$ cat config.mk
export PLATFORM = sky130hd
export DESIGN_NAME = seg7_scan_driver
export DESIGN_NICKNAME = d
export VERILOG_FILES = /design/src/rtl/seg7_scan_driver_pkg.sv /design/src/rtl/seg7_hex_decode.sv /design/src/rtl/seg7_scan_driver.sv
export SDC_FILE = /design/constraint.sdc
export NUM_CORES = 1
export LEC_CHECK = 0
export ABC_AREA = 0
export CAP_MARGIN = 10
export CORE_ASPECT_RATIO = 0.7
export CORE_MARGIN = 4
export CORE_UTILIZATION = 48
export CTS_CLUSTER_SIZE = 16
export DETAILED_ROUTE_END_ITERATION = 8
export PLACE_DENSITY = 0.8
export REMOVE_ABC_BUFFERS = 1
export SETUP_SLACK_MARGIN = 0.05
export SLEW_MARGIN = 10
export SYNTH_ARGS = -nofsm -noshare
export SYNTH_HDL_FRONTEND = slang
export SYNTH_HIERARCHICAL = 1
export SYNTH_SLANG_ARGS = --single-unit
$ cat constraint.sdc
create_clock -name clk -period 4.6 [get_ports clk]
set_input_delay 1.38 -clock clk [delete_from_list [all_inputs] [get_ports clk]]
set_output_delay 1.38 -clock clk [all_outputs]
set_load 0.005 [all_outputs]
$ cat src/rtl/seg7_scan_driver_pkg.sv
// Shared constants for the seven-segment scan driver: bus addresses, CTRL
// field positions and the active-low hex font.
package seg7_scan_driver_pkg;

   localparam logic [31:0] SEG7_ADDR_VALUE = 32'h4000_0014;
   localparam logic [31:0] SEG7_ADDR_CTRL  = 32'h4000_0018;

   localparam int CTRL_EN_BIT  = 0;
   localparam int CTRL_LZB_BIT = 1;
   localparam int CTRL_DP_LSB  = 4;

   localparam logic [7:0] CTRL_RESET = 8'h01;

   // Active-low {dp,g,f,e,d,c,b,a}, dp off; element [n] is the glyph for nibble n.
   localparam logic [15:0][7:0] HEX_FONT = {
      8'h8E, 8'h86, 8'hA1, 8'hC6, 8'h83, 8'h88, 8'h90, 8'h80,
      8'hF8, 8'h82, 8'h92, 8'h99, 8'hB0, 8'hA4, 8'hF9, 8'hC0
   };

   function automatic logic [3:0] an_onehot_low(input logic [1:0] idx);
      return ~(4'b0001 << idx);
   endfunction

endpackage

$ cat src/rtl/seg7_hex_decode.sv
// Combinational nibble-to-segment decode with decimal point and blanking.
// Blanking only darkens segments a..g; the decimal point is independent.
module seg7_hex_decode
   import seg7_scan_driver_pkg::*;
(
   input  logic [3:0] nibble_i,
   input  logic       dp_i,
   input  logic       blank_i,
   output logic [7:0] seg_o
);

   assign seg_o = {~dp_i, blank_i ? 7'h7F : HEX_FONT[nibble_i][6:0]};

endmodule

$ cat src/rtl/seg7_scan_driver.sv
// Memory-mapped 4-digit seven-segment scan driver. The CPU writes VALUE/CTRL;
// the block multiplexes the digits and swaps in new values only at frame ends.
module seg7_scan_driver
   import seg7_scan_driver_pkg::*;
#(
   parameter int unsigned CLK_HZ     = 50_000_000,
   parameter int unsigned SCAN_HZ    = 1000,
   parameter logic [31:0] ADDR_VALUE = SEG7_ADDR_VALUE,
   parameter logic [31:0] ADDR_CTRL  = SEG7_ADDR_CTRL
) (
   input  logic        clk,
   input  logic        reset,
   input  logic        MemRead,
   input  logic        MemWrite,
   input  logic [31:0] Address,
   input  logic [31:0] Write_data,
   output logic [31:0] Read_data,
   output logic        hit,
   output logic [11:0] digi
);

   // TICKS must be at least 2 for the divider to be meaningful.
   localparam int unsigned TICKS = CLK_HZ / SCAN_HZ;
   localparam int          DIV_W = (TICKS > 1) ? $clog2(TICKS) : 1;
   localparam logic [DIV_W-1:0] DIV_LAST = DIV_W'(TICKS - 1);

   logic [DIV_W-1:0] div_q, div_d;
   logic [1:0]       idx_q, idx_d;
   logic [15:0]      shadow_q, shadow_d;
   logic [15:0]      active_q, active_d;
   logic [7:0]       ctrl_q, ctrl_d;
   logic [11:0]      digi_q, digi_d;

   logic        sel_value, sel_ctrl;
   logic        wr_value, wr_ctrl;
   logic        tick, frame_end;
   logic [3:0]  upper_zero;
   logic [3:0]  dp_bits;
   logic [3:0]  cur_nibble;
   logic        cur_blank;
   logic [7:0]  cur_seg;
   logic        unused_wdata;

   assign unused_wdata = ^Write_data[31:16];

   assign sel_value = (Address == ADDR_VALUE);
   assign sel_ctrl  = (Address == ADDR_CTRL);
   assign hit       = sel_value | sel_ctrl;
   assign wr_value  = MemWrite & sel_value;
   assign wr_ctrl   = MemWrite & sel_ctrl;

   assign tick      = (div_q == DIV_LAST);
   assign frame_end = tick & (idx_q == 2'd3);

   // NOTE: every combinational output gets a default first so no path leaves it unassigned (no latch).
   always_comb begin
      Read_data = '0;
      if (MemRead && sel_value) begin
         Read_data = {16'h0000, shadow_q};
      end else if (MemRead && sel_ctrl) begin
         Read_data = {24'h00_0000, ctrl_q};
      end
   end

   // upper_zero[i]: nibble i and every higher nibble are zero; digit 0 is never blanked.
   assign upper_zero[3] = (active_q[15:12] == 4'h0);
   assign upper_zero[2] = upper_zero[3] & (active_q[11:8] == 4'h0);
   assign upper_zero[1] = upper_zero[2] & (active_q[7:4] == 4'h0);
   assign upper_zero[0] = 1'b0;

   assign dp_bits    = ctrl_q[CTRL_DP_LSB +: 4];
   assign cur_nibble = active_q[{idx_q, 2'b00} +: 4];
   assign cur_blank  = ctrl_q[CTRL_LZB_BIT] & upper_zero[idx_q];

   seg7_hex_decode u_decode (
      .nibble_i (cur_nibble),
      .dp_i     (dp_bits[idx_q]),
      .blank_i  (cur_blank),
      .seg_o    (cur_seg)
   );

   always_comb begin
      div_d    = tick ? '0 : div_q + 1'b1;
      idx_d    = tick ? idx_q + 2'd1 : idx_q;
      shadow_d = wr_value ? Write_data[15:0] : shadow_q;
      ctrl_d   = wr_ctrl ? Write_data[7:0] : ctrl_q;
      // Taking shadow_d makes a VALUE write on the wrap tick go straight to the display.
      active_d = frame_end ? shadow_d : active_q;
      digi_d   = 12'hFFF;
      if (ctrl_q[CTRL_EN_BIT]) begin
         digi_d = {an_onehot_low(idx_q), cur_seg};
      end
   end

   // NOTE: state registers use non-blocking assignments so all flops update from pre-edge values.
   always_ff @(posedge clk or posedge reset) begin
      if (reset) begin
         div_q    <= '0;
         idx_q    <= 2'd0;
         shadow_q <= 16'h0000;
         active_q <= 16'h0000;
         ctrl_q   <= CTRL_RESET;
         digi_q   <= 12'hFFF;
      end else begin
         div_q    <= div_d;
         idx_q    <= idx_d;
         shadow_q <= shadow_d;
         active_q <= active_d;
         ctrl_q   <= ctrl_d;
         digi_q   <= digi_d;
      end
   end

   assign digi = digi_q;

endmodule

== Word level (Yosys, flattened, before mapping) ==
Memory sizes are Yosys's and may differ from the RTL's.
Cells that the tools add are included.

* ROM bits: 128
* Register bits after elaboration: 70
* Memories: 1
* Output and inout bits: 45
* Word-level logic and storage cells: 42

{| class="wikitable"
|+ Memories
! memory !! words !! width !! read ports !! clocked after memory_dff !! write ports !! RTL line !! text
|-
| (no name shown) || 16 || 8 || 1 || 0 || 0 || seg7_hex_decode.sv:12 || <nowiki>assign seg_o = {~dp_i, blank_i ? 7'h7F : HEX_FONT[nibble_i][6:0]};</nowiki>
|}

* Shift operators: 2
* $lt $le $gt $ge: 2
* Eq/ne operators: 4
* Add/subtract/negate cells: 2
* Reduce and logical (&&, ||, !) cells: 5
* Bitwise logic cells: 9
* Multiplexer cells: 11

{| class="wikitable"
|+ Operators with widths
! cell !! number
|-
| $eq A32 B31 Y1 const B || 2
|-
| $mux W16 || 3
|-
| $add A16 B1 Y16 const B || 1
|-
| $eq A16 B16 Y1 const B || 1
|-
| $shiftx A16 B5 Y4 || 1
|-
| $mux W7 || 2
|-
| $logic_not A4 Y1 || 3
|-
| $mux W12 || 1
|-
| $mux W8 || 1
|-
| $and A1 B1 Y1 || 6
|-
| $lt A4 B5 Y1 const B || 1
|-
| $bmux W1 S2 || 2
|-
| $not A4 Y4 || 1
|-
| $shl A1 B2 Y4 const A || 1
|-
| $lt A2 B3 Y1 const B || 1
|-
| $add A2 B1 Y2 const B || 1
|-
| $eq A2 B2 Y1 const B || 1
|-
| $logic_and A1 B1 Y1 || 2
|-
| $mux W1 || 2
|-
| $not A1 Y1 || 1
|-
| $or A1 B1 Y1 || 1
|}

== Depth between registers and ports, before layout ==
Gate-level depths: netlist (run 1).

* Word-level depth: 8
* Depth in mapped cells: 7
* Mapped depth without buffers: 7

== By module ==
Netlist (run 1), hierarchy kept.

{| class="wikitable"
|+ By module, submodules not included
! module !! area each (µm²) !! seq. area each (µm²) !! times used !! cells each
|-
| seg7_scan_driver || 3656.0 || 1767.9 || 1 || 339
|-
| seg7_hex_decode || 302.8 || 0.0 || 1 || 36
|}

== Worst setup path before layout (run 1) ==
OpenSTA, ideal clock, no wires.

* Path type: input-to-output
* From: input port Address[13]
* To: output port Read_data[6]
* Arrival: 2765 ps
* Cell stages on the path: 5
* Path slack: 455 ps
* Buffers on the path: 1
* Cells stage by stage: nor4_2 > nand4_1 > nor4_4 > clkbuf_1 > a22o_1

* Longest elaborated chain between the ends: 4
* Elaborated cells on any way between the ends: 6
* Those cells by class: 2 x eq/ne; 2 x mux; 2 x reduce/logical

{| class="wikitable"
|+ RTL lines
! item !! RTL line !! text
|-
| start, declared || seg7_scan_driver.sv:15 || <nowiki>input logic [31:0] Address,</nowiki>
|-
| $eq A32 B31 Y1 || seg7_scan_driver.sv:47 || <nowiki>assign sel_ctrl = (Address == ADDR_CTRL);</nowiki>
|-
| $logic_and A1 B1 Y1 || seg7_scan_driver.sv:60 || <nowiki>end else if (MemRead && sel_ctrl) begin</nowiki>
|-
| $mux W8 || seg7_scan_driver.sv:60 ||
|-
| $mux W16 (*) || seg7_scan_driver.sv:58 || <nowiki>if (MemRead && sel_value) begin</nowiki>
|-
| end, declared || seg7_scan_driver.sv:17 || <nowiki>output logic [31:0] Read_data,</nowiki>
|}

Every way passes the cells marked *; elsewhere a longest branch is shown, timed or not.

== Worst setup path after layout (run 1) ==
* From: input port Address[10]
* To: register active_q[12]

* Longest elaborated chain between the ends: 3

{| class="wikitable"
|+ RTL lines
! item !! RTL line !! text
|-
| $eq A32 B31 Y1 || seg7_scan_driver.sv:46 || <nowiki>assign sel_value = (Address == ADDR_VALUE);</nowiki>
|-
| $and A1 B1 Y1 || seg7_scan_driver.sv:49 || <nowiki>assign wr_value = MemWrite & sel_value;</nowiki>
|-
| $mux W16 || seg7_scan_driver.sv:85 || <nowiki>shadow_d = wr_value ? Write_data[15:0] : shadow_q;</nowiki>
|-
| end signal, assigned || seg7_scan_driver.sv:108 || <nowiki>active_q <= active_d;</nowiki>
|-
| end, declared || seg7_scan_driver.sv:30 || <nowiki>logic [15:0] active_q, active_d;</nowiki>
|}

No other way between the ends.
A chain may end at the register's enable or synchronous reset.

==> run metrics, run 1 <==
top cell type by total area after synthesis dfrtp_1; R2R Setup Slk 2.07 ns; FMAX 0.218 GHz; Async S/R FF share, synth 1.00; CTS clock-pin slew for the worst setup and hold paths 0.06 ns; die area 9790 um^2; pre-CTS setup slack -0.508 ns; drt pass-1 iters 5; P_leak 2.54 nW; worst reg2reg path depth 6; r2r endpoint digi[1]; Worst Path Required 4.80 ns; final slew viol count 0; Peak VDD IR 0.145 mV; Ys Warns 6; register bit total from synthesis 70; vias in the first global route 3746; 1st-iter DRT viols 311; clock skew 0.00794 ns; dpl cells 544; H-tree Lvls 3; Worst setup EP type flop; CTS tree done; Initial Util 0.499; syn avg cell area 10.6 um^2; worst-margin pin slew 1.23 ns; Hold Path Origin div_q[12]; Hold Slack 0.509 ns; IO buf count 80; final HPWL from detailed placement 7.28 mm; CP max FO 16; cts hold-fix bufs 0; Final Setup Violations 0; min-delay worst type flop to flop; total congestion overflow 0; clk_lat worst skew 0.33 ns; Power Density 244 nW/um^2; Yosys cell types 53; Setup WS post-layout 0.0182 ns; vias post-DR 3748; share of Yosys cell area claimed by the top area cell type 0.360; Hold Path End div_q[12]; die height 84.0 um; WHS Path Cells 1; TritonCTS buffer count 9; root buffer cell clkbuf_16; largest net degree at the start of global routing 42; leading post-synthesis cells by cell area dfrtp_1 36%, dfstp_2 8.6%, ha_1 3.8%; antenna violations before repair 0; Critical R2R Launch idx_q[0]; Tot Pwr 0.00133 W; Final GP Congestion 0.816; Mapped Cells 375; WL/cell 20.9 um; core area 7940 um^2; Sink Count 70; CP startpoint kind input port; layout cells sized above 1 0.306; CP arrival 4.78 ns; ant diodes 0; Ports 113; setup TNS 0 ns; Final Hold Vio Count 0; Rows 27; global-route wire length before repair 19.4 mm; Final ANT Viol Nets 0; Non-Filler Instances 604; total track usage 0.259; DRC viols 0; NumNets Final 578; Syn Std Cell Area 3960 um^2; slew margin rel. 0.182; Vias/cell 6.21; Top FF cell, synth dfrtp_1; die width 117 um; Final min period 4.58 ns; post-synthesis sequential area ratio 0.447; Longest Clk Path Bufs 2; RSZ-0062 raised after global routing true; max cap viols 0; status finished clean; Syn-to-layout area delta 37.4%; number of synthesized flops with an enable pin 0; total routed wirelength 12.7 mm; crit share post-route 0.996; CP Class input port to flop
==> cell type report <==
type                            count  area (um^2)
Inverter                            9         33.8
Multi-Input combinational cell    270         2060
Timing Repair Buffer              138         1180
Sequential cell                    70         1770
Fill cell                         574         2500
Clock inverter                      7         41.3
Tap cell                          101          126
Clock buffer                        9          225
==> timing repair <==
action	in CTS	in global routing
setup buffers	43	2
endpoints found under the setup margin	17	25
pin swaps	14	14
gates resized for setup	100	66
==> how the worst max path moves through the flow <==
stage                            from            end  slack [ns]  cells after the start
after floorplan           Address[25]   Read_data[0]       -0.06                      4
after global placement    Address[25]   Read_data[1]       -0.43                      8
after detailed placement   Address[1]   Read_data[1]       -0.51                      8
after CTS                  Address[6]  Read_data[12]        0.05                     10
after global routing      Address[28]   Read_data[9]       -0.05                     10
final                     Address[10]   active_q[12]        0.02                     21
==> sequential cells by signal, indices dropped and copies added (netlist names) <==
name	count
div_q	16
active_q	16
idx_q	2
ctrl_q	8
digi	12
shadow_q	16
==> routing by layer <==
layer,wire length [um],track usage
met1,4750,0.319
met2,5930,0.405
met3,1190,0.0696
met4,769,0.154
met5,0,0
==> through the flow <==
step	area [um^2]	utilization
floorplan	3770	-
CTS	5400	0.680
global route	5440	0.685
detailed placement	4800	0.605
global placement	4800	0.605
finish	5440	0.685
==> layout by cell type, fill, tap and decap left out, drive strengths merged, types with 8 or more instances in the layout <==
cell type      Yosys  routed
a21oi             19      19
a22o               8       8
a41oi             16      16
and2               9       9
and3              18      18
buf               24      71
clkbuf            17      25
clkdlybuf4s15      0       8
clkdlybuf4s50      0      33
conb               1      16
dfrtp             57      57
dfstp             13      13
dlygate4sd2        0       8
ha                12      12
inv                9       9
mux2              11      11
nand2             28      28
nand2b            12      12
nand3             21      21
nor3               9       9
nor4              10      10
o31ai             16      16
==> report_power, final <==
group	internal (W)	switching, W	leakage, nW
clock	0.000360	0.000259	0.135
sequential	0.000617	0.00000000000182	0.835
combinational	0.0000459	0.0000475	1.57
total	0.00102	0.000307	2.54
==> logic make-up after synthesis <==
family,synth area share
XOR/XNOR,0.0221
multiplexers,0.0673
AND/OR/NAND/NOR,0.215
buffers and inverters,0.0711
AO/OA/AOI/OAI,0.139
adder cells (fa/ha/maj),0.0379
other,0.000947
flip-flops,0.447
==> critical path: stages <==
cell	delay (ns)
clkdlybuf4s15_1	0.22
nor4_4	0.29
buf_4	0.16
buf_4	0.09
buf_4	0.09
buf_4	0.10
buf_4	0.10
buf_4	0.10
buf_4	0.09
buf_4	0.10
buf_4	0.09
buf_4	0.09
buf_4	0.09
buf_4	0.09
buf_4	0.09
buf_4	0.09
buf_4	0.10
buf_4	0.10
and4_1	0.66
nand3_1	0.22
a41oi_1	0.44
==> Yosys cell counts (all sizes together) (6+ instances only) <==
library cell and n:
a21oi 19, dfrtp 57, inv 9, o31ai 16, a41oi 16, nand4 7
buf 24, nand2b 12, nor4 10, nor3 9, and3 18, nand2 28
clkbuf 17, ha 12, nor2 6, and2 9, a22o 8, mux2 11
dfstp 13, xnor2 7, nand3 21
No activity file was read; power rests on OpenSTA's default activity.
==> run 2, diff against run 1 <==
--- a/config.mk
+++ b/config.mk
@@ -9,7 +9,7 @@
 export CAP_MARGIN = 10
 export CORE_ASPECT_RATIO = 0.7
 export CORE_MARGIN = 4
-export CORE_UTILIZATION = 48
+export CORE_UTILIZATION = 47
 export CTS_CLUSTER_SIZE = 16
 export DETAILED_ROUTE_END_ITERATION = 8
 export PLACE_DENSITY = 0.8
@@ -18,5 +18,4 @@
 export SLEW_MARGIN = 10
 export SYNTH_ARGS = -nofsm -noshare
 export SYNTH_HDL_FRONTEND = slang
-export SYNTH_HIERARCHICAL = 1
 export SYNTH_SLANG_ARGS = --single-unit
==> constraint.sdc (replaced) <==
create_clock -name clk -period 4.6 [get_ports clk]
set_input_delay 1.38 -clock clk [delete_from_list [all_inputs] [get_ports clk]]
set_output_delay 1.38 -clock clk [all_outputs]
set_load 0.02 [all_outputs]
==> run metrics, run 2 <==
most frequent cell after synthesis dfrtp_1; Worst Path Required 3.22 ns; Combinational Power Share 0.058; Ys Warns 0; total track usage 0.204; setup TNS 0 ns; Yosys cell types 48; DRC viols 0; biggest registers after layout active_q (16), div_q (16), shadow_q (16); RSZ-0062 raised after global routing true; switch share 0.230; global-route wire length before repair 14.6 mm; register bit total from synthesis 70; number of synthesized flops with an enable pin 0; Rows 26; Initial Util 0.494; P_int 0.00104 W; CTS tree done; Final ANT Viol Nets 0; max cap viols 0; 1st-iter DRT viols 231; Top FF cell, synth dfrtp_1; CTS clock-pin slew for the worst setup and hold paths 0.05 ns; Power Density 265 nW/um^2; Final Hold Vio Count 0; Ports 113; die width 114 um; Final min period 4.56 ns; clk_lat worst skew 0.34 ns; total routed wirelength 10.1 mm; die area 9370 um^2; antenna violations before repair 0; top cell type by total area after synthesis dfrtp_1; cts hold-fix bufs 0; CP arrival 3.18 ns; most frequent cells in the layout 57 x dfrtp_1, 48 x clkdlybuf4s50_1, 34 x buf_4, 22 x mux2_4; CP max FO 8; final HPWL from detailed placement 6.38 mm; leading post-synthesis cells by cell area dfrtp_1 39%, dfstp_2 9.2%, mux2_2 6.4%; worst-margin pin slew 0.922 ns; vias post-DR 2788; Final GP Congestion 0.897; Syn-to-layout area delta 38.1%; Final Setup Violations 0; ant diodes 0; Sink Count 70; Async S/R FF share, synth 1.00; commonest cells in the netlist 57 x dfrtp_1, 21 x mux2_2, 17 x nor2_1; status finished clean; die height 82.2 um; FMAX 0.219 GHz; crit share post-route 0.992; P_leak 2.42 nW; commonest non-fill, non-tap cell in the layout dfrtp_1; Seq pwr share 0.457; Syn Std Cell Area 3700 um^2; final slew viol count 0; min-delay worst type flop to flop; Tot Pwr 0.00135 W; share of Yosys cell area claimed by the top area cell type 0.386; slew margin rel. 0.385; vias in the first global route 2838; Longest Clk Path Bufs 2; drt pass-1 iters 4; Peak VDD IR 0.160 mV; Switch Pwr 0.000310 W; largest net degree at the start of global routing 40; Clock power frac 0.485; IO buf count 80; post-synthesis sequential area ratio 0.478; total congestion overflow 0; CP Class input port to output pin; Worst setup EP type output pin; Vias/cell 5.36; root buffer cell clkbuf_16; NumNets Final 497; CP startpoint kind input port; TritonCTS buffer count 9; layout cells sized above 1 0.301; syn avg cell area 11.8 um^2; clock skew 0.00667 ns; Mapped Cells 314; core area 7480 um^2; H-tree Lvls 3; WL/cell 19.4 um
[run 2: changes by cell type after synthesis, sizes merged, moves of 9 or more]
| cell | before | now |
|---|---|---|
| a21oi | 19 | 1 |
| a41oi | 16 | 0 |
| and3 | 18 | 4 |
| nand3 | 21 | 9 |
| nand2b | 12 | 3 |
| nor2 | 6 | 17 |
| mux2 | 11 | 41 |
| o31ai | 16 | 0 |
| nand2 | 28 | 16 |
[run 2: area by class of cell]
| class | instances | area [um^2] |
|---|---|---|
| Timing Repair Buffer | 108 | 1060 |
| Tap cell | 98 | 123 |
| Clock inverter | 6 | 45.0 |
| Fill cell | 536 | 2380 |
| Sequential cell | 70 | 1770 |
| Inverter | 11 | 41.3 |
| Clock buffer | 10 | 239 |
| Multi-Input combinational cell | 217 | 1830 |
[run 2: power groups by stage]
stage / sequential [W] / combinational, W / clock (W)
after global placement: 0.000627 / 0.0000750 / 0
after floorplan: 0.000627 / 0.0000240 / 0
after global routing: 0.000616 / 0.0000852 / 0.000690
after detailed placement: 0.000627 / 0.0000768 / 0
after CTS: 0.000616 / 0.0000782 / 0.000662
final: 0.000616 / 0.0000785 / 0.000655
[run 2: metal layers]
layer	track usage	vias up	wire, um
met2	0.335	110	4740
met1	0.259	1379	4390
met5	0	-	0
met3	0.0546	17	720
li1	-	1282	-
met4	0.0807	0	220
[run 2: final timing paths]
path	slack [ns]	cells after the start	start	endpoint
worst max-delay path	0.04	8	Address[7]	Read_data[4]
worst min-delay path	0.49	1	div_q[0]	div_q[0]
worst max register to register	2.13	5	div_q[10]	active_q[7]
worst min register to register	0.49	1	div_q[0]	div_q[0]
max in group asynchronous	2.29	3	reset	digi[3]
min in group asynchronous	1.51	2	reset	shadow_q[14]
[run 2: repair_timing]
action,in CTS,in global routing
endpoints found under the setup margin,17,33
buffers inserted,12,3
cloned,0,2
gates resized for setup,70,43
hold endpoints to repair,0,0
pin swaps,3,9
[run 2: critical path, cell delays in order]
cell	delay, ns
clkdlybuf4s50_1	0.40
nor4_1	0.28
nand4_1	0.19
nor2_2	0.19
and3_4	0.27
buf_12	0.14
a22o_1	0.18
buf_4	0.16
[run 2: kinds of logic after synthesis]
| logic type | share of synthesized area |
|---|---|
| mux | 0.173 |
| simple gates | 0.143 |
| buf+inv | 0.0636 |
| fa+ha+maj | 0.0406 |
| xor+xnor | 0.0403 |
| other cells | 0.00101 |
| compound gates | 0.0599 |
| flops | 0.478 |
[run 2: through the flow]
| stage | hold WS (ns) | worst slack [ns] | cell area, um^2 | util | cells |
|---|---|---|---|---|---|
| 3_3_place_gp | 0.469 | -0.359 | 4580 | 0.612 | 487 |
| 3_5_place_dp | 0.476 | -0.426 | 4580 | 0.612 | 487 |
| 5_1_grt | 0.523 | -0.0816 | 5100 | 0.682 | 520 |
| 6_report | 0.486 | 0.0358 | 5100 | 0.682 | 520 |
| 2_1_floorplan | 0.448 | 0.548 | 3560 | - | 298 |
| 4_1_cts | 0.484 | 0.0614 | 4890 | 0.654 | 515 |
==> variant (settings of run 1) <==
Reset style: synchronous (`reset`), changed in one clocked block.
--- a/src/rtl/seg7_scan_driver.sv
+++ b/src/rtl/seg7_scan_driver.sv
@@ -93,7 +93,7 @@
    end
 
    // NOTE: state registers use non-blocking assignments so all flops update from pre-edge values.
-   always_ff @(posedge clk or posedge reset) begin
+   always_ff @(posedge clk) begin
       if (reset) begin
          div_q    <= '0;
          idx_q    <= 2'd0;
Function: differs if reset is asserted again (counterexample within 4 cycles, from zero or initial values and one cycle with reset high); with reset held inactive, the same outputs for 10 cycles.
==> variant against run 1 <==
Final area decreased by 6.2%; synthesized cell count increased by 17%; clock skew shrank 0.0030 ns; largest power group unchanged; synthesized area shrank 1.4%; setup slack improved by 0.076 ns; hold slack worse by 0.031 ns; total power grew 1.4%; wire length decreased by 6.7%; sequential cell count is the same; fmax grew 1.7%.
==> variant: results (changes against run 1) <==
Synth
The share of synthesized area occupied by flip-flops and latches came to 0.359 (-0.0876). After synthesis, the most frequently instantiated cells are 70 x sky130_fd_sc_hd__dfxtp_1, 41 x sky130_fd_sc_hd__a21oi_1, 30 x sky130_fd_sc_hd__clkbuf_1. The number of library cell types mapped by synthesis came to 52 (-1.9%).

The proportion of register bits with asynchronous set or reset after synthesis is 0 (-1.00). After synthesis, the cell types taking the most area are sky130_fd_sc_hd__dfxtp_1 36%, sky130_fd_sc_hd__a21oi_1 5.3%, sky130_fd_sc_hd__o31ai_1 4.6%, sky130_fd_sc_hd__ha_1 3.8%, sky130_fd_sc_hd__a311oi_1 3.6%.

Placement
The half-perimeter wire length after placement came to 7370 um (+1.2%).

Hold path
The worst hold path terminates at div_q[0]. The hold path startpoint is div_q[0].

Global routing
The via count of the first global-routing pass was 3741 (-0.13%). The maximum number of pins on one net before global-route repair is 41 (-2.4%). The routing usage on met3 is 0.0500 (-0.0196). The first-pass GRT wire length is 18700 um (-3.4%). The fraction of met2 tracks used by global routing came to 0.374 (-0.0311).

Timing
The worst hold slack across all endpoints is 0.477 ns (-0.0315 ns). The normalized max-slew margin is 0.332 (+0.150). The final setup slack of the worst path came to 0.0947 ns (+0.0765 ns). The worst clock skew is 0.00496 ns (-0.00297 ns).

Drt
The DRC marker count from the first detailed-route iteration is 373 (+20%). The routed length per placed instance is 19.2 um (-8.5%).

Worst setup path
The arrival time of data at the critical path endpoint is 3.13 ns (-1.65 ns). The end of the worst register-to-register path is div_q[3]. The depth of the worst register-to-register path came to 5 (-1). The setup slack of the worst register-to-register path is 1.92 ns (-0.15 ns).

Finish
The proportion of layout cells with a drive suffix above 1 is 0.146 (-0.161).

Status
The flow ran to the end, and the final reports show no timing, DRC or antenna violations.

Clocking
The number of buffers inserted to repair setup after CTS was 12 (-72%). The quantity of gates resized following cts was 70 (-30%).

Pwr
The total leakage power was 1.94 nW (-23%). The worst IR drop on VDD is 0.227 mV (+57%).
-- variant: changes by cell type in the layout (fill, tap and decap cells not counted), moves of 9 or more --
cell	before	now
sky130_fd_sc_hd__dfstp_2	13	0
sky130_fd_sc_hd__mux2_2	9	0
sky130_fd_sc_hd__buf_6	20	5
sky130_fd_sc_hd__a311oi_1	0	16
sky130_fd_sc_hd__a211oi_1	1	16
sky130_fd_sc_hd__buf_4	46	15
sky130_fd_sc_hd__nor2_1	5	21
sky130_fd_sc_hd__nand2_1	27	13
sky130_fd_sc_hd__a21oi_1	19	41
sky130_fd_sc_hd__a41oi_1	16	0
sky130_fd_sc_hd__dfrtp_1	57	0
sky130_fd_sc_hd__dfxtp_1	0	70
-- variant: final cells by class --
cell class / instances / area, um^2
Fill cell: 635 / 2800
Multi-Input combinational cell: 317 / 2280
Sequential cell: 70 / 1400
Timing Repair Buffer: 102 / 972
Clock buffer: 13 / 270
Tap cell: 101 / 126
Inverter: 12 / 45.0
Clock inverter: 1 / 5.00
-- variant: logic make-up after synthesis --
kind of cell / synth area share
other: 0.000961
adder cells (fa/ha/maj): 0.0385
AND/OR/NAND/NOR: 0.227
multiplexers: 0.0423
buffers and inverters: 0.0945
AO/OA/AOI/OAI: 0.206
flip-flops: 0.359
XOR/XNOR: 0.0314
-- variant: per-layer routing --
metal / vias to the layer above / share of wire
li1: 1769 / -
met3: 34 / 0.094
met1: 1810 / 0.43
met4: 0 / 0.025
met2: 224 / 0.46
met5: - / 0
-- variant: worst max path at each step --
stage                 from           end  depth (start not counted)
2_1_floorplan   Address[0]  Read_data[0]                          4
6_report       Address[31]  Read_data[3]                          8
4_1_cts        Address[19]  Read_data[4]                          9
3_5_place_dp    Address[0]  Read_data[3]                          7
5_1_grt        Address[31]  Read_data[3]                          8
3_3_place_gp   Address[18]  Read_data[2]                          7
-- variant: per-stage QoR --
stage	cells	setup TNS (ns)	instance area (um^2)
global route	616	0	5100
floorplan	399	-0.820	3640
detailed placement	589	-5.52	4640
finish	616	0	5100
global placement	589	-4.50	4640
CTS	617	0	5110
-- variant: worst max-delay path, stage by stage --
cell	delay, ns
sky130_fd_sc_hd__dlygate4sd2_1	0.25
sky130_fd_sc_hd__nor4_2	0.34
sky130_fd_sc_hd__nand4_1	0.24
sky130_fd_sc_hd__nor4_2	0.29
sky130_fd_sc_hd__buf_4	0.15
sky130_fd_sc_hd__buf_4	0.11
sky130_fd_sc_hd__a22o_1	0.14
sky130_fd_sc_hd__clkdlybuf4s15_2	0.22
-- variant: power breakdown --
part | internal (mW) | switching (mW)
Sequential | 0.612 | 0.00348
Combinational | 0.0492 | 0.0436
Clock | 0.402 | 0.238
